$ cat config.mk
export PLATFORM = sky130hd
export DESIGN_NAME = seq_signed_divider
export DESIGN_NICKNAME = d
export VERILOG_FILES = /design/src/rtl/div_pkg.sv /design/src/rtl/div_restore_step.sv /design/src/rtl/seq_signed_divider.sv
export SDC_FILE = /design/constraint.sdc
export NUM_CORES = 1
export LEC_CHECK = 0
export BUFFER_PORTS_ARGS = -buffer_cell sky130_fd_sc_hd__buf_2
export CAP_MARGIN = 20
export CORE_MARGIN = 2
export CORE_UTILIZATION = 40
export DETAILED_ROUTE_END_ITERATION = 12
export PLACE_DENSITY = 0.64
export SYNTH_ARGS = -nofsm -noshare
export SYNTH_HDL_FRONTEND = slang
export SYNTH_HIERARCHICAL = 1
export SYNTH_SLANG_ARGS = --single-unit
$ cat constraint.sdc
create_clock -name clk -period 4 [get_ports clk]
set_input_delay 0.4 -clock clk [delete_from_list [all_inputs] [get_ports clk]]
set_output_delay 0.4 -clock clk [all_outputs]
set_load 0.05 [all_outputs]
$ cat src/rtl/div_pkg.sv
// Shared types and constants for the sequential signed divider.
package div_pkg;

    // Default operand width in bits.
    localparam int DEFAULT_WIDTH = 32;

    // Fill bit for the quotient returned on a divide-by-zero (all ones).
    localparam logic DIV_ZERO_FILL = 1'b1;

    // Controller states.
    typedef enum logic [1:0] {
        IDLE  = 2'd0,
        CALC  = 2'd1,
        FIXUP = 2'd2,
        DONE  = 2'd3
    } state_t;

endpackage

$ cat src/rtl/div_restore_step.sv
// One unsigned restoring-division iteration: shift, trial-subtract, select.
// Purely combinational; the top level feeds it back through its registers.
module div_restore_step #(
    parameter int N = 32
) (
    input  logic [N:0]   rem_in,
    input  logic [N-1:0] quot_in,
    input  logic [N-1:0] divisor,
    output logic [N:0]   rem_out,
    output logic [N-1:0] quot_out
);

    logic [N:0] shifted;
    logic [N:0] trial;

    // Shift the next dividend bit in, try the subtraction, keep it if it did not go negative.
    always_comb begin
        shifted = {rem_in[N-1:0], quot_in[N-1]};
        trial   = shifted - {1'b0, divisor};
        if (!trial[N]) begin
            rem_out  = trial;
            quot_out = {quot_in[N-2:0], 1'b1};
        end else begin
            rem_out  = shifted;
            quot_out = {quot_in[N-2:0], 1'b0};
        end
    end

endmodule

$ cat src/rtl/seq_signed_divider.sv
// Sequential signed divider: magnitudes are divided with one restoring step
// per cycle, then signs are reapplied. Quotient truncates toward zero and the
// remainder takes the sign of the dividend.
module seq_signed_divider
    import div_pkg::*;
#(
    parameter int N = DEFAULT_WIDTH
) (
    input  logic         clk,
    input  logic         rst_n,
    input  logic         Start,
    input  logic [N-1:0] Dividend,
    input  logic [N-1:0] Divisor,
    output logic [N-1:0] Quotient,
    output logic [N-1:0] Remainder,
    output logic         Busy,
    output logic         Done,
    output logic         DivByZero
);

    localparam int CW = $clog2(N) + 1;

    state_t          state_reg;
    logic [N:0]      rem_reg;
    logic [N-1:0]    quot_reg;
    logic [N-1:0]    divisor_reg;
    logic [CW-1:0]   count_reg;
    logic            q_sign_reg;
    logic            r_sign_reg;
    logic            zero_div_reg;

    logic [N-1:0]    quotient_reg;
    logic [N-1:0]    remainder_reg;
    logic            busy_reg;
    logic            done_reg;
    logic            div_by_zero_reg;

    logic [N:0]      rem_next;
    logic [N-1:0]    quot_next;
    logic [N-1:0]    dividend_abs;
    logic [N-1:0]    divisor_abs;
    logic [N-1:0]    quot_fixed;
    logic [N-1:0]    rem_fixed;

    assign Quotient  = quotient_reg;
    assign Remainder = remainder_reg;
    assign Busy      = busy_reg;
    assign Done      = done_reg;
    assign DivByZero = div_by_zero_reg;

    // Operand magnitudes; the most-negative value maps onto itself, which is
    // its correct unsigned magnitude.
    always_comb begin
        dividend_abs = Dividend[N-1] ? (-Dividend) : Dividend;
        divisor_abs  = Divisor[N-1]  ? (-Divisor)  : Divisor;
    end

    div_restore_step #(
        .N (N)
    ) u_step (
        .rem_in   (rem_reg),
        .quot_in  (quot_reg),
        .divisor  (divisor_reg),
        .rem_out  (rem_next),
        .quot_out (quot_next)
    );

    // Sign fix-up of the magnitudes; wrap modulo 2^N covers the MIN / -1 case.
    // For divide-by-zero the remainder register holds |Dividend|, so the same
    // negation restores the original dividend.
    always_comb begin
        quot_fixed = q_sign_reg ? (-quot_reg) : quot_reg;
        rem_fixed  = r_sign_reg ? (-rem_reg[N-1:0]) : rem_reg[N-1:0];
        if (zero_div_reg) begin
            quot_fixed = {N{DIV_ZERO_FILL}};
        end
    end

    // Controller and datapath registers with registered outputs.
    always_ff @(posedge clk or negedge rst_n) begin
        if (!rst_n) begin
            state_reg       <= IDLE;
            rem_reg         <= '0;
            quot_reg        <= '0;
            divisor_reg     <= '0;
            count_reg       <= '0;
            q_sign_reg      <= 1'b0;
            r_sign_reg      <= 1'b0;
            zero_div_reg    <= 1'b0;
            quotient_reg    <= '0;
            remainder_reg   <= '0;
            busy_reg        <= 1'b0;
            done_reg        <= 1'b0;
            div_by_zero_reg <= 1'b0;
        end else begin
            case (state_reg)
                IDLE: begin
                    if (Start) begin
                        q_sign_reg  <= Dividend[N-1] ^ Divisor[N-1];
                        r_sign_reg  <= Dividend[N-1];
                        divisor_reg <= divisor_abs;
                        count_reg   <= '0;
                        busy_reg    <= 1'b1;
                        if (Divisor == '0) begin
                            zero_div_reg <= 1'b1;
                            quot_reg     <= '0;
                            rem_reg      <= {1'b0, dividend_abs};
                            state_reg    <= FIXUP;
                        end else begin
                            zero_div_reg <= 1'b0;
                            quot_reg     <= dividend_abs;
                            rem_reg      <= '0;
                            state_reg    <= CALC;
                        end
                    end
                end
                CALC: begin
                    rem_reg   <= rem_next;
                    quot_reg  <= quot_next;
                    count_reg <= count_reg + CW'(1);
                    if (count_reg == CW'(N - 1)) begin
                        state_reg <= FIXUP;
                    end
                end
                FIXUP: begin
                    quotient_reg    <= quot_fixed;
                    remainder_reg   <= rem_fixed;
                    div_by_zero_reg <= zero_div_reg;
                    done_reg        <= 1'b1;
                    state_reg       <= DONE;
                end
                DONE: begin
                    done_reg  <= 1'b0;
                    busy_reg  <= 1'b0;
                    state_reg <= IDLE;
                end
                default: begin
                    state_reg <= IDLE;
                end
            endcase
        end
    end

endmodule
==> metrics.cfg, run 1 <==
[status]
status = finished with violations
violations = negative hold slack

[worst_setup_path]
worst-endpoint-arrival_ns = 4.16
ff2ff_setup_slack_ns = 0.13
critPathKind = reg2reg
rr_endpoint = rem_reg[22]$_DFFE_PN0P_
end_kind = flop
critical_path_required_ns = 4.28
r2r_start = quot_reg[31]$_DFFE_PN0P_
rr_worst_depth = 18
cp_max_fo = 7
startpoint_type = flop

[sta]
drv_slew = 0
timing.final.crit_period_ns = 3.87
tightestPinTransition_ns = 0.985
hold_violations = 14
finalSetupViolCount = 0
period_share_pct = 96.8
fmax_mhz = 258
setup_ws_ns = 0.127
hold_ws_ns = -0.0388
worst_clock_skew_ns = 0.0153
relSlewSlack_pct = 34.3

[logic_synthesis]
syn_nets = 1570
syn_area_sq_mm = 0.0123
netlist_instances = 1460
syn_avg_cell_area_sq_um = 8.45
ys_warn_count = 6

[routing]
drt_wl_total_um = 37100
final_antenna_net_count = 0
avgRoutedWirePerCell_um = 19.0
vias_per_cell = 5.79
first_pass_iters = 6
dr_total_vias = 11300
drt_iter0_markers = 821
drc = 0

[place]
pre_cts_slack_ns = 0.0437
place_hpwl_um = 27300
gp_congestion = 0.909
placedCellCount = 1920
io_buffers = 133

[finish]
syn_to_final_growth_pct = 13.7
diodes = 0
final_layout_size_suffix_gt1_share_pct = 18.5
mostFrequentLayoutCells = 174 x dfrtp_1, 155 x a21oi_1, 148 x nor2_1
final_core_util_pct = 46.0
final_common_cell = dfrtp_1
fin_nets = 1656
instances_no_fill = 1955

[clocking]
cts_tree = yes
cts_max_path_buffers = 2
cts.sinks = 174
cts.htree.levels = 4
clk_pin_slew_ns = 0.08
clock_latency_ns = 0.44
root_buffer = clkbuf_16
cts_made_buffers = 17
cts_hold_buf = 0

[worst_hold_path]
hp-class = in2async

[floorplan]
start_util_pct = 40.4
die_area_sq_mm = 0.0323
fp.dieH_um = 180
fp.dieW_um = 180
rows = 64
ios = 134
core_region_area_sq_mm = 0.0305

[run]
cap_violations = 0

[global_route]
grt_usage_pct = 22.4
antenna_found_initial = 0
grt_pass1_vias = 10800
grt_max_degree = 84
grt_first_pass_wirelength_um = 58700
grt_overflow = 0

## per-layer routing
| layer | share of wire [%] | vias to the layer above | GRT usage [%] | wire (um) |
|---|---|---|---|---|
| li1 | - | 5432 | - | - |
| met1 | 44 | 5528 | 29.6 | 16400 |
| met2 | 49 | 310 | 38.2 | 18100 |
| met3 | 4.0 | 54 | 2.67 | 1500 |
| met4 | 2.8 | 0 | 7.19 | 1040 |
| met5 | 0 | - | 0 | 0 |
## how the worst max path moves through the flow
| stage | startpoint | end | slack (ns) |
|---|---|---|---|
| 2_1_floorplan | quot_reg[31]$_DFFE_PN0P_ | rem_reg[8]$_DFFE_PN0P_ | 0.09 |
| 3_3_place_gp | quot_reg[31]$_DFFE_PN0P_ | rem_reg[22]$_DFFE_PN0P_ | 0.11 |
| 3_5_place_dp | quot_reg[31]$_DFFE_PN0P_ | rem_reg[30]$_DFFE_PN0P_ | 0.04 |
| 4_1_cts | quot_reg[31]$_DFFE_PN0P_ | rem_reg[30]$_DFFE_PN0P_ | 0.01 |
| 5_1_grt | quot_reg[31]$_DFFE_PN0P_ | rem_reg[22]$_DFFE_PN0P_ | -0.008 |
| 6_report | quot_reg[31]$_DFFE_PN0P_ | rem_reg[22]$_DFFE_PN0P_ | 0.13 |
## critical path, cell delays in order (launching register included)
cell and delay [ns]:
dfrtp_1 0.37, inv_1 0.05, ha_2 0.19, fa_2 0.40, nand2b_4 0.16, a21oi_4 0.18, o21bai_4 0.12, a21oi_2 0.21
o2111ai_2 0.17, a311o_1 0.38, o211ai_1 0.12, ha_2 0.36, buf_6 0.15, nand2b_1 0.09, a211oi_1 0.05, or3_1 0.37
and3_1 0.18, a21oi_2 0.09, o21ai_1 0.07
## per-stage QoR
step | setup TNS, ns | area (sq um)
final | 0 | 14000
after global routing | -0.0129 | 14000
after CTS | 0 | 14000
after detailed placement | 0 | 13400
after global placement | 0 | 13400
after floorplan | 0 | 12300
## timing repair
item / in CTS / in global routing
setup endpoints to repair: 0 / 15
gates resized for setup: 0 / 13
setup buffers: 0 / 3
## area by class of cell
| class | count | area, sq um |
|---|---|---|
| Multi-Input combinational cell | 1113 | 7270 |
| Fill cell | 3047 | 16500 |
| Inverter | 52 | 198 |
| Clock inverter | 14 | 144 |
| Timing Repair Buffer | 188 | 1130 |
| Sequential cell | 174 | 4350 |
| Tap cell | 396 | 495 |
| Clock buffer | 18 | 439 |
Power of run 1 is not shown: default switching activity piles up to over one toggle a cycle in this logic, so the estimate is an artifact.
==> run 2, diff against run 1 <==
--- a/config.mk
+++ b/config.mk
@@ -9,8 +9,11 @@
 export CAP_MARGIN = 20
 export CORE_MARGIN = 2
 export CORE_UTILIZATION = 40
+export CTS_BUF_LIST = sky130_fd_sc_hd__clkbuf_8
 export DETAILED_ROUTE_END_ITERATION = 12
 export PLACE_DENSITY = 0.64
+export REMOVE_ABC_BUFFERS = 1
+export SLEW_MARGIN = 20
 export SYNTH_ARGS = -nofsm -noshare
 export SYNTH_HDL_FRONTEND = slang
 export SYNTH_HIERARCHICAL = 1
==> run 2 against run 1 <==
  * The flow still finishes with violations (negative hold slack)
  * Sequential share of layout area rose by 0.51 points
  * Final cell count fell by 0.20%
  * Maximum frequency rose by 2.7%
  * Design area fell by 1.6%
  * Clock skew rose by 0.0020 ns
  * Setup slack improved by 0.10 ns
  * Utilization fell by 0.73 points
  * Via count fell by 1.4%
  * Critical path depth did not move
  * Sequential cell count did not move
  * First-iteration DRC count fell by 8.3%
  * Critical endpoint unchanged
  * Largest cell class unchanged
==> metrics.cfg, run 2 (same netlist as run 1, synthesis figures left out) <==
[status]
status = finished with violations
violations = negative hold slack

[worst_setup_path]
cp_cell_sequence = inv_1, ha_1, fa_2, nand2b_4, a21oi_2, o21bai_4, a21oi_4, o2111ai_2, a311o_1, o211ai_1, ha_1, buf_4, nand2b_1, a211oi_1, or3_1, and3_1, a21oi_1, o21ai_0
rr_worst_depth = 18
r2r_start = quot_reg[31]$_DFFE_PN0P_
endpoint = rem_reg[22]$_DFFE_PN0P_
crit_start = quot_reg[31]$_DFFE_PN0P_
slowest_delay_ns = 0.38
critical_path_required_ns = 4.33
worst-endpoint-arrival_ns = 4.11
cp_max_fo = 7
ff2ff_setup_slack_ns = 0.23
critPathKind = reg2reg
rr_endpoint = rem_reg[22]$_DFFE_PN0P_
end_kind = flop
critPathSlowestCell = or3_1
cp_common_cell = ha_1
startpoint_type = flop

[routing]
drt_wl_total_um = 37100
avgRoutedWirePerCell_um = 19.0
first_pass_iters = 5
dr_total_vias = 11200
vias_per_cell = 5.72
drt_iter0_markers = 753
final_antenna_net_count = 0
drc = 0

[sta]
hold_violations = 2
tightestPinTransition_ns = 1.09
hold_ws_ns = -0.00574
worst_clock_skew_ns = 0.0173
relSlewSlack_pct = 26.7
finalSetupViolCount = 0
drv_slew = 0
fmax_mhz = 265
period_share_pct = 94.3
setup_ws_ns = 0.229
timing.final.crit_period_ns = 3.77

[global_route]
grt_first_pass_wirelength_um = 59000
grt_max_degree = 94
antenna_found_initial = 1
top_usage_layer = met2
grtUsageMet2_pct = 36.8
grtUsageMet3_pct = 3.36
grtUsageMet1_pct = 31.1
grt_usage_pct = 22.6
grt_overflow = 0
grt_pass1_vias = 10600

[floorplan]
start_util_pct = 40.4
ios = 134
fp.dieH_um = 180
die_area_sq_mm = 0.0323
core_region_area_sq_mm = 0.0305
fp.dieW_um = 180
rows = 64

[clocking]
cts_hold_buf = 0
root_buffer = clkbuf_8
clock_latency_ns = 0.48
clk_pin_slew_ns = 0.11
cts_made_buffers = 17
cts.sinks = 174
cts.htree.levels = 4
cts_max_path_buffers = 2
cts_tree = yes

[finish]
final_common_cell = dfrtp_1
mostFrequentLayoutCells = 173 x dfrtp_1, 155 x a21oi_1, 148 x nor2_1
final_core_util_pct = 45.2
instances_no_fill = 1951
final_layout_size_suffix_gt1_share_pct = 18.2
syn_to_final_growth_pct = 11.9
fillers = 3046
fin_nets = 1651

[worst_hold_path]
hp-class = in2async

[pwr]
power.leakage_nw = 6.02
p_per_area_mw_per_mm2 = 1050
ir_drop_uv = 507

[place]
io_buffers = 133
pre_cts_slack_ns = 0.0853
place_hpwl_um = 27700
gp_congestion = 0.909
placedCellCount = 1914

[run]
cap_violations = 0

==> run 2: timing repair <==
item,CTS,global route
endpoints found under the setup margin,0,19
buffers inserted,0,4
gates resized for setup,0,8
==> run 2: critical path, delay by kind of cell, from the launching register on <==
family          cells  cell delay [ns]
buf+inv             2             0.24
compound gates      9             1.33
simple gates        4             0.80
fa+ha+maj           3             0.91
flops               1             0.37
==> run 2: worst min-delay path by stage <==
stage               cells past startpoint                        start                     endpoint  slack (ns)
floorplan                               0                        rst_n             Busy$_DFFE_PN0P_        0.10
global placement                        2   divisor_reg[3]$_DFFE_PN0P_   divisor_reg[3]$_DFFE_PN0P_        0.47
detailed placement                      2  divisor_reg[23]$_DFFE_PN0P_  divisor_reg[23]$_DFFE_PN0P_        0.47
CTS                                     1                        rst_n     Quotient[22]$_DFFE_PN0P_        0.04
global route                            1                        rst_n     Quotient[22]$_DFFE_PN0P_        0.05
finish                                  1                        rst_n     Quotient[22]$_DFFE_PN0P_      -0.006
==> run 2: cell type report <==
type,count,area (sq um),share of cell area [%]
multi-input cells,1113,7280,52.7
flip-flops and latches,174,4360,31.6
repair buffers,183,1070,7.77
well taps,396,495,3.59
clock buffers,17,234,1.69
inverters,52,195,1.41
clock inverters,15,173,1.25
diodes,1,2.50,0.0181
==> run 2: routing by layer <==
layer	vias to the layer above	wire length (um)
li1	5413	-
met1	5438	17100
met2	280	17500
met3	34	1630
met4	0	858
met5	-	0
==> run 2: report_power, final <==
group | internal (mW) | switching (mW) | leakage [nW]
clock network | 0.527 | 0.782 | 0.204
logic | 3.59 | 6.07 | 3.75
registers | 2.61 | 0.848 | 2.07
total | 6.73 | 7.70 | 6.02
==> run 2: per-stage QoR <==
stage / power, mW / hold WS, ns / TNS [ns] / instance area [sq um]
6_report: 14.4 / -0.00574 / 0 / 13800
5_1_grt: 15.6 / 0.0521 / -0.0173 / 13800
4_1_cts: 14.3 / 0.0433 / 0 / 13700
3_5_place_dp: 12.9 / 0.470 / 0 / 13300
3_3_place_gp: 12.8 / 0.466 / 0 / 13300
2_1_floorplan: 10.2 / 0.104 / -24.26 / 11700
(Power assumes the default switching activity.)
==> run 3, diff against run 2 <==
--- a/config.mk
+++ b/config.mk
@@ -5,13 +5,15 @@
 export SDC_FILE = /design/constraint.sdc
 export NUM_CORES = 1
 export LEC_CHECK = 0
+export ABC_AREA = 1
 export BUFFER_PORTS_ARGS = -buffer_cell sky130_fd_sc_hd__buf_2
 export CAP_MARGIN = 20
 export CORE_MARGIN = 2
 export CORE_UTILIZATION = 40
 export CTS_BUF_LIST = sky130_fd_sc_hd__clkbuf_8
 export DETAILED_ROUTE_END_ITERATION = 12
-export PLACE_DENSITY = 0.64
+export GPL_TIMING_DRIVEN = 0
+export PLACE_DENSITY = 0.63
 export REMOVE_ABC_BUFFERS = 1
 export SLEW_MARGIN = 20
 export SYNTH_ARGS = -nofsm -noshare
==> run 3 against run 2 <==
  * The run now ends clean
  * Setup slack better by 0.17 ns
  * Sequential power rose by 3%
  * Die area up 12%
  * Design area is 9.6% higher
  * Combinational power increased by 4%
  * Count of clock-buffer cells in the layout rose by 1
  * Non-clock buffer count decreased by 43
  * First-iteration DRC count increased by 52%
  * Via count up 25%
  * Critical endpoint is now rem_reg[25]$_DFFE_PN0P_
==> metrics.cfg, run 3 <==
[logic_synthesis]
syn_avg_cell_area_sq_um = 6.40
ys_warn_count = 6
netlist_instances = 2156
syn_area_sq_mm = 0.0138

[worst_setup_path]
cp_common_cell = nand2_1
cp.depth = 18
startpoint_type = flop
cp_top_family = simple AND/OR/NAND/NOR gates
critical_path_required_ns = 4.38
critPathSlowestCell = dfrtp_2
slowest_delay_ns = 0.49
rr_worst_depth = 18
cp_max_fo = 23
r2r_start = quot_reg[31]$_DFFE_PN0P_
crit_start = quot_reg[31]$_DFFE_PN0P_
worst-endpoint-arrival_ns = 3.99
end_kind = flop
crit_buf_inv = 3
critPathKind = reg2reg
endpoint = rem_reg[25]$_DFFE_PN0P_
rr_endpoint = rem_reg[25]$_DFFE_PN0P_
cp_cell_sequence = inv_1, ha_1, fa_1, inv_1, nand3_1, nand3_1, nand3_1, nand3_2, nand2_1, nand2_1, nand4_1, nand2_1, ha_4, clkinvlp_4, nand2_1, nand2_1, a21oi_1, a21oi_1
ff2ff_setup_slack_ns = 0.39

[sta]
tightestPinTransition_ns = 1.09
relSlewSlack_pct = 27.0
finalSetupViolCount = 0
fmax_mhz = 277
rsz0062_at_grt = false
hold_violations = 0
worst_clock_skew_ns = 0.0174
period_share_pct = 90.1
drv_slew = 0
timing.final.crit_period_ns = 3.61

[global_route]
antenna_found_initial = 0
grt_first_pass_wirelength_um = 68600
grt_pass1_vias = 13100
grt_max_degree = 96
grt_overflow = 0
grt_usage_pct = 24.0

[clocking]
cts.sinks = 174
clock_latency_ns = 0.50
cts_made_buffers = 17
cts_tree = yes
clk_pin_slew_ns = 0.11
cts_max_path_buffers = 2
cts.htree.levels = 4
root_buffer = clkbuf_8

[routing]
vias_per_cell = 5.19
first_pass_iters = 5
drt_wl_total_um = 42300
drt_iter0_markers = 1147
avgRoutedWirePerCell_um = 15.7
dr_total_vias = 13900
final_antenna_net_count = 0
drc = 0

[place]
io_buffers = 133
gp_congestion = 0.929
placedCellCount = 2651
place_hpwl_um = 32600

[floorplan]
fp.dieH_um = 190
rows = 68
core_region_area_sq_mm = 0.0343
die_area_sq_mm = 0.0360
start_util_pct = 40.3
ios = 134
fp.dieW_um = 190

[worst_hold_path]
min_path_cells = 4
hp-class = in2reg

[run]
cap_violations = 0

[pwr]
power_mw = 15.0
ir_drop_uv = 616
p_per_area_mw_per_mm2 = 991
power.leakage_nw = 7.70

[finish]
fin_nets = 2329
final_layout_size_suffix_gt1_share_pct = 10.6
diodes = 0
final_common_cell = nand2_1
syn_to_final_growth_pct = 9.61
multi_input_area_sq_mm = 0.00785
instances_no_fill = 2687
mostFrequentLayoutCells = 626 x nand2_1, 295 x inv_1, 250 x nor2_1
seq_area_sq_mm = 0.00436
fillers = 3670

[status]
status = finished, final reports clean

-- run 3: cell count changes in the layout (fill, tap and decap cells not counted), sizes merged, moves of 21 or more --
cell	delta
nand2	+534
inv	+245
nand3	+152
nor2	+118
xor2	-75
buf	-44
o41ai	-35
o31ai	-33
or3	-33
a22oi	+24
and3	-21
-- run 3: worst min-delay path by stage --
stage / startpoint / slack [ns] / to
after global placement: Quotient[22]$_DFFE_PN0P_ / 0.46 / Quotient[22]$_DFFE_PN0P_
after global routing: Dividend[0] / 0.20 / quot_reg[0]$_DFFE_PN0P_
after floorplan: rst_n / 0.10 / Busy$_DFFE_PN0P_
after CTS: Dividend[0] / 0.17 / quot_reg[0]$_DFFE_PN0P_
final: Divisor[26] / 0.20 / divisor_reg[26]$_DFFE_PN0P_
after detailed placement: rst_n / 0.44 / DivByZero$_DFFE_PN0P_
-- run 3: area by class of cell --
class / instances / area share [%]
clock inverters: 14 / 1.03
flip-flops and latches: 174 / 28.8
repair buffers: 140 / 5.34
clock buffers: 18 / 1.64
repair inverters: 2 / 0.0992
multi-input cells: 1584 / 51.9
inverters: 300 / 7.48
well taps: 455 / 3.76
-- run 3: worst reg2reg max path, stage by stage (launching register included) --
cell	delay, ns
dfrtp_2	0.49
inv_1	0.08
ha_1	0.23
fa_1	0.36
inv_1	0.15
nand3_1	0.09
nand3_1	0.17
nand3_1	0.12
nand3_2	0.12
nand2_1	0.11
nand2_1	0.10
nand4_1	0.08
nand2_1	0.11
ha_4	0.34
clkinvlp_4	0.44
nand2_1	0.15
nand2_1	0.08
a21oi_1	0.18
a21oi_1	0.08
-- run 3: per-stage QoR --
step | hold slack [ns] | worst slack, ns | util, % | TNS, ns | cell area [sq um]
6_report | 0.196 | 0.395 | 44.1 | 0 | 15100
5_1_grt | 0.196 | 0.0545 | 44.1 | 0 | 15100
4_1_cts | 0.174 | 0.0238 | 44.1 | 0 | 15100
3_5_place_dp | 0.444 | -0.432 | 42.8 | -8.25 | 14700
3_3_place_gp | 0.456 | -3.17 | 42.3 | -308.00 | 14500
2_1_floorplan | 0.104 | -0.364 | - | -20.55 | 13300
-- run 3: routing by layer --
metal / part of all wire, % / track usage (%) / vias up
met4: 3.2 / 8.80 / 0
met1: 47 / 33.6 / 6527
met3: 4.8 / 3.01 / 66
met2: 45 / 38.0 / 364
li1: - / - / 6991
met5: 0 / 0 / -
-- run 3: what timing repair did --
action / 4_1_cts / 5_1_grt
buffers inserted: 0 / 1
hold buffers: 1 / 0
pin swaps: 0 / 0
hold endpoints to repair: 79 / 0
setup endpoints to repair: 32 / 32
gates cloned: 1 / 1
gates resized for setup: 3 / 3
-- run 3: power breakdown --
group	leakage (nW)	internal, mW	switching [mW]	total, mW
clock network	0.201	0.582	0.760	1.34
logic	5.47	3.22	6.88	10.1
registers	2.03	2.62	0.948	3.56
total	7.70	6.41	8.58	15.0
